## src/rtl/store_narrow_serializer.sv

```systemverilog
// store_narrow_serializer
//
// Store-side narrowing/serialising stage between the EX/MEM store request and a
// byte-wide data memory. A request is truncated to byte, halfword or word width,
// checked for alignment and then written one byte per cycle, big-endian (most
// significant byte of the narrowed value at the lowest address).
//
// Ports:
//   clk_i        clock, rising edge
//   rst_i        synchronous active-high reset
//   req_valid_i  store request present
//   req_ready_o  request can be accepted (idle only)
//   req_addr_i   byte address of the store
//   req_data_i   store data; low 8/16/32 bits used
//   req_size_i   00 byte, 01 halfword, 10 word, 11 illegal
//   mem_we_o     byte write valid
//   mem_ready_i  memory accepts the current byte
//   mem_addr_o   byte address of the current write
//   mem_data_o   byte being written
//   busy_o       high while sending
//   done_o       one-cycle pulse after the last byte is accepted
//   misalign_o   one-cycle pulse when a request is rejected
module store_narrow_serializer #(
  parameter int unsigned ADDR_W = 32
) (
  input  logic              clk_i,
  input  logic              rst_i,
  input  logic              req_valid_i,
  output logic              req_ready_o,
  input  logic [ADDR_W-1:0] req_addr_i,
  input  logic [31:0]       req_data_i,
  input  logic [1:0]        req_size_i,
  output logic              mem_we_o,
  input  logic              mem_ready_i,
  output logic [ADDR_W-1:0] mem_addr_o,
  output logic [7:0]        mem_data_o,
  output logic              busy_o,
  output logic              done_o,
  output logic              misalign_o
);

  typedef enum logic [0:0] {StIdle, StSend} state_e;

  state_e            state_q, state_d;
  logic [ADDR_W-1:0] base_q, base_d;
  // Narrowed value left-aligned so the next byte to send is always [31:24].
  logic [31:0]       shift_q, shift_d;
  logic [1:0]        idx_q, idx_d;
  // Index of the final byte (N-1).
  logic [1:0]        last_q, last_d;
  logic              done_q, done_d;
  logic              misalign_q, misalign_d;
  logic              illegal;
  logic              sending;

  always_comb begin
    illegal = 1'b0;
    case (req_size_i)
      2'b00:   illegal = 1'b0;
      2'b01:   illegal = req_addr_i[0];
      2'b10:   illegal = (req_addr_i[1:0] != 2'b00);
      default: illegal = 1'b1;
    endcase
  end

  always_comb begin
    state_d    = state_q;
    base_d     = base_q;
    shift_d    = shift_q;
    idx_d      = idx_q;
    last_d     = last_q;
    done_d     = 1'b0;
    misalign_d = 1'b0;
    unique case (state_q)
      StIdle: begin
        if (req_valid_i) begin
          if (illegal) begin
            misalign_d = 1'b1;
          end else begin
            state_d = StSend;
            base_d  = req_addr_i;
            idx_d   = 2'd0;
            case (req_size_i)
              2'b00: begin
                shift_d = {req_data_i[7:0], 24'h0};
                last_d  = 2'd0;
              end
              2'b01: begin
                shift_d = {req_data_i[15:0], 16'h0};
                last_d  = 2'd1;
              end
              default: begin
                shift_d = req_data_i;
                last_d  = 2'd3;
              end
            endcase
          end
        end
      end
      StSend: begin
        if (mem_ready_i) begin
          idx_d   = idx_q + 2'd1;
          shift_d = {shift_q[23:0], 8'h00};
          if (idx_q == last_q) begin
            state_d = StIdle;
            done_d  = 1'b1;
          end
        end
      end
      default: state_d = StIdle;
    endcase
  end

  always_ff @(posedge clk_i) begin
    if (rst_i) begin
      state_q    <= StIdle;
      base_q     <= '0;
      shift_q    <= '0;
      idx_q      <= '0;
      last_q     <= '0;
      done_q     <= 1'b0;
      misalign_q <= 1'b0;
    end else begin
      state_q    <= state_d;
      base_q     <= base_d;
      shift_q    <= shift_d;
      idx_q      <= idx_d;
      last_q     <= last_d;
      done_q     <= done_d;
      misalign_q <= misalign_d;
    end
  end

  assign sending     = (state_q == StSend);
  assign req_ready_o = (state_q == StIdle);
  assign mem_we_o    = sending;
  assign busy_o      = sending;
  // Gated to zero in idle so the port rests at its reset value.
  assign mem_addr_o  = sending ? (base_q + ADDR_W'(idx_q)) : '0;
  assign mem_data_o  = sending ? shift_q[31:24] : 8'h00;
  assign done_o      = done_q;
  assign misalign_o  = misalign_q;

endmodule
```

## config.mk

```make
export PLATFORM = sky130hd
export DESIGN_NAME = store_narrow_serializer
export DESIGN_NICKNAME = d
export VERILOG_FILES = /design/src/rtl/store_narrow_serializer.sv
export SDC_FILE = /design/constraint.sdc
export NUM_CORES = 1
export LEC_CHECK = 0
export ABC_AREA = 1
export BUFFER_PORTS_ARGS = -buffer_cell sky130_fd_sc_hd__buf_2
export CAP_MARGIN = 25
export CELL_PAD_IN_SITES_DETAIL_PLACEMENT = 1
export CELL_PAD_IN_SITES_GLOBAL_PLACEMENT = 1
export CORE_MARGIN = 2
export CORE_UTILIZATION = 30
export DETAILED_ROUTE_END_ITERATION = 6
export PLACE_DENSITY = 0.79
export RECOVER_POWER = 25
export SLEW_MARGIN = 20
export SYNTH_ARGS = -nofsm -noshare
export SYNTH_HDL_FRONTEND = slang
export SYNTH_SLANG_ARGS = --single-unit
```

## constraint.sdc

```tcl
create_clock -name clk_i -period 3.15 [get_ports clk_i]
set_clock_uncertainty 0.2 [all_clocks]
set_input_delay 0.945 -clock clk_i [delete_from_list [all_inputs] [get_ports clk_i]]
set_output_delay 0.945 -clock clk_i [all_outputs]
set_load 0.005 [all_outputs]
```

## Word-level counts from Yosys, hierarchy flattened

Index checks and enable logic that the tools add are counted.

- Register bits: 71
- Input port bits: 70
- Output and inout bits: 45
- Logic and storage cells: 45

- $add $sub $neg: 2
- Equality and inequality tests: 6
- Muxes and demuxes: 20
- Bitwise operators: 4
- Reduce and logical (&&, ||, !) cells: 6

Operators by type and width:

| kind | number |
|---|---|
| $mux W32 | 4 |
| $pmux W32 S2 | 2 |
| $add A32 B2 Y32 | 1 |
| $mux W8 | 1 |
| $pmux W2 S2 | 2 |
| $mux W1 | 6 |
| $mux W2 | 3 |
| $ne A2 B2 Y1 const B | 3 |
| $reduce_and A3 Y1 | 2 |
| $reduce_or A3 Y1 | 2 |
| $not A1 Y1 | 4 |
| $pmux W1 S3 | 1 |
| $add A2 B1 Y2 const B | 1 |
| $eq A2 B1 Y1 const B | 1 |
| $eq A2 B2 Y1 | 1 |
| $eq A2 B2 Y1 const B | 1 |
| $logic_not A2 Y1 | 1 |
| $pmux W1 S2 | 1 |
| $reduce_bool A2 Y1 | 1 |

## Longest topological paths before layout

- Depth in word-level cells: 5
- Gate-level depth with buffers: 10
- Gate-level depth less buffers: 10

## Worst setup path after synthesis

No wires, ideal clock.

- Kind: flip-flop to output port
- Start: register idx_q[0]
- End: output mem_addr_o[24]
- Arrival: 1.487 ns
- Data required time: 2.005 ns
- Path slack: 0.518 ns
- Cell stages (with the launch flop): 10
- Buffers on the path: 0
- Cells stage by stage: dfxtp_1 -> ha_1 -> fa_1 -> nand3_1 -> inv_2 -> nand2_1 -> inv_1 -> nand3_1 -> nand2_1 -> nor2_1

- Longest elaborated chain between the ends: 2

RTL lines:

| element | line | source |
|---|---|---|
| start: declaration | 48 | `logic [1:0] idx_q, idx_d;` |
| start signal: assignment | 127 | `idx_q <= idx_d;` |
| $add A32 B2 Y32 | 139 | `assign mem_addr_o = sending ? (base_q + ADDR_W'(idx_q)) : '0;` |
| $mux W32 | 139 |  |
| end: declaration | 35 | `output logic [ADDR_W-1:0] mem_addr_o,` |

No other way between the ends.

## Worst setup path after layout

- Start: register idx_q[0]
- End: output mem_addr_o[16]

The elaborated chain is that of the path after synthesis.

==> reports/metrics.yaml <==
status:
  outcome: "finished, final reports clean"
drt:
  num_vias: 5127
  viasPerCell: 5.04
  finalWirelength_mm: 16.1
  drtIter0Drc: 278
  drc: 0
  wl_per_cell_um: 15.8
  antenna_left: 0
  drt_pass1_iterations: 4
logic_synthesis:
  synth_seq_cells: 71
  syn_inst: 733
  ys.warnings.count: 0
  ys_types: 30
  synthArstFlopShare: 0
  synth_nets: 806
  synth_area_um2: 4490
  avgSynthCellArea_um2: 6.13
  synth_edf_count: 0
  ys.flop_type: "dfxtp_1"
  synth_seq_area_share: 0.316
sta:
  slew_headroom: 0.213
  finalCritPeriodShare: 0.975
  tightest_slew_ns: 1.18
  slew_viol_final: 0
  finalHoldViolCount: 0
  period_needed_ns: 3.07
  rsz0062_at_grt: "true"
  setup_ws_ns: 0.0803
  finalSetupViolations: 0
  fin_tns_setup_ns: 0
  fmax_mhz: 326
placement:
  numPortBuffers: 114
  hpwl_mm: 11.2
  pre_cts_ws_ns: 0.240
  routabilityCongestion: 0.870
layout:
  area_growth_pct: 23.3
  layout_commonest_cell: "nand2_1"
  drive_gt1_frac: 0.210
  nNetsFinal: 901
  utilization: 0.380
  final_cell_mix: "225 x nand2_1, 112 x buf_2, 93 x nand3_1, 89 x nor2_1, 68 x a21oi_1"
global_route:
  track_usage: 0.205
  grt_max_degree: 52
  grt_pass1_wl_mm: 26.3
  grt_pass1_vias: 5290
  grt_overflow_total: 0
  grt_antenna_before_repair: 1
critical_path:
  end_kind: "primary output"
  cp_max_fo: 5
  critPathMaxStageDelay_ns: 0.45
  crit_chain: "ha_4 -> fa_2 -> nand3_4 -> inv_4 -> nand2_4 -> nor2_2 -> xnor2_1 -> nor2_1 -> buf_2"
  path_delay_family: "adder cells"
  slowest_stage: "fa_2"
  crit_buf_inv: 2
  cp_data_required_time_ns: 2.00
  worstPathArrival_ns: 1.92
  path_class: "reg -> out"
  start_kind: "flip-flop"
cts:
  cts_tree: "yes"
  clockBufferDepth: 2
  h-tree-depth: 3
  cts.clk_slew.worst_paths_ns: 0.06
  numCtsBuffers: 9
  clock_latency_ns: 0.34
  holdBufCountCts: 0
  clock-sinks: 71
  root_buffer: "clkbuf_16"
floorplan:
  rows: 44
  start_util: 0.308
  die_area_um2: 16000
  die_h_um: 126
  io_pins: 115
  core_um2: 14600
  die_x_um: 126
min_path:
  worstHoldPathType: "reg -> reg"
power_and_ir_drop:
  leakage_nw: 2.44
  peakVddDrop_mv: 0.246
  total_power_mw: 2.46
  power_density_nw_per_um2: 444
run:
  drv_cap: 0
-- cells by family (layout without fill, tap and decap cells) --
group                    count (synthesis)  after routing  synth area share
XOR/XNOR                                11             11            0.0214
adder cells (fa/ha/maj)                  3              3            0.0100
other                                    0              1                 0
AO/OA/AOI/OAI                           88             88             0.107
AND/OR/NAND/NOR                        459            459             0.442
flip-flops                              71             71             0.316
buffers and inverters                  101            200             0.102
-- report_power, final --
part	leakage [nW]	total (mW)	switching, mW	internal (mW)
Clock	0.136	0.989	0.394	0.595
Combinational	1.72	0.456	0.285	0.171
Sequential	0.584	1.02	0.0536	0.964
-- worst paths after layout --
kind                            startpoint        endpoint  slack, ns  cells after the start
worst max-delay path              idx_q[0]  mem_addr_o[16]       0.08                      9
worst min-delay path             last_q[0]       last_q[0]       0.28                      2
worst max register to register      busy_o     shift_q[27]       0.72                      7
worst min register to register   last_q[0]       last_q[0]       0.28                      2
-- through the flow --
stage	hold slack, ns	cell area, µm²	cells
after floorplan	0.248	4490	733
after global placement	0.267	5160	996
after detailed placement	0.274	5160	996
after CTS	0.282	5460	1011
after global routing	0.297	5540	1016
final	0.283	5540	1017
-- sequential cells by signal (all words and copies together) (netlist names) --
name / count
misalign_o: 1
last_q: 2
base_q: 32
shift_q: 32
busy_o: 1
idx_q: 2
done_o: 1
-- routing by layer --
metal / vias up / track usage / share of wire
met2: 135 / 0.362 / 0.48
li1: 2551 / - / -
met1: 2423 / 0.247 / 0.45
met3: 18 / 0.0426 / 0.050
met4: 0 / 0.0698 / 0.016
met5: - / 0 / 0
-- repair_timing --
| action | in CTS | in global routing |
|---|---|---|
| buffers inserted | 0 | 5 |
| resized for setup | 6 | 24 |
| setup endpoints to repair | 15 | 21 |
| pin swaps | 1 | 7 |
-- worst register-to-register path, delay by kind of cell, from the launching register on --
| kind | cells | cell delay [ns] |
|---|---|---|
| flops | 1 | 0.53 |
| buf+inv | 2 | 0.99 |
| simple gates | 5 | 0.55 |
-- cells in the mapped netlist, types with 5 or more instances --
library cell	instances	area [µm²]
clkbuf_1	13	48.8
a21oi_1	68	340
o21ai_0	6	30.0
nand3b_1	13	97.6
nand3_1	94	470
dfxtp_1	71	1420
xnor2_1	6	52.6
nor2_1	96	360
inv_2	5	18.8
inv_1	50	188
buf_1	5	18.8
xor2_1	5	43.8
a22o_1	7	61.3
buf_4	11	82.6
nand4_1	15	93.8
buf_2	14	70.1
nand2_1	229	860
-- area by class of cell --
type	count	area, µm²
tap	184	230
timing repair buffer	130	696
sequential	71	1430
antenna	1	2.50
multi-input combinational	561	2690
fill	1944	9050
inverter	55	209
clock buffer	15	278
Power figures use the tool's default switching activity.
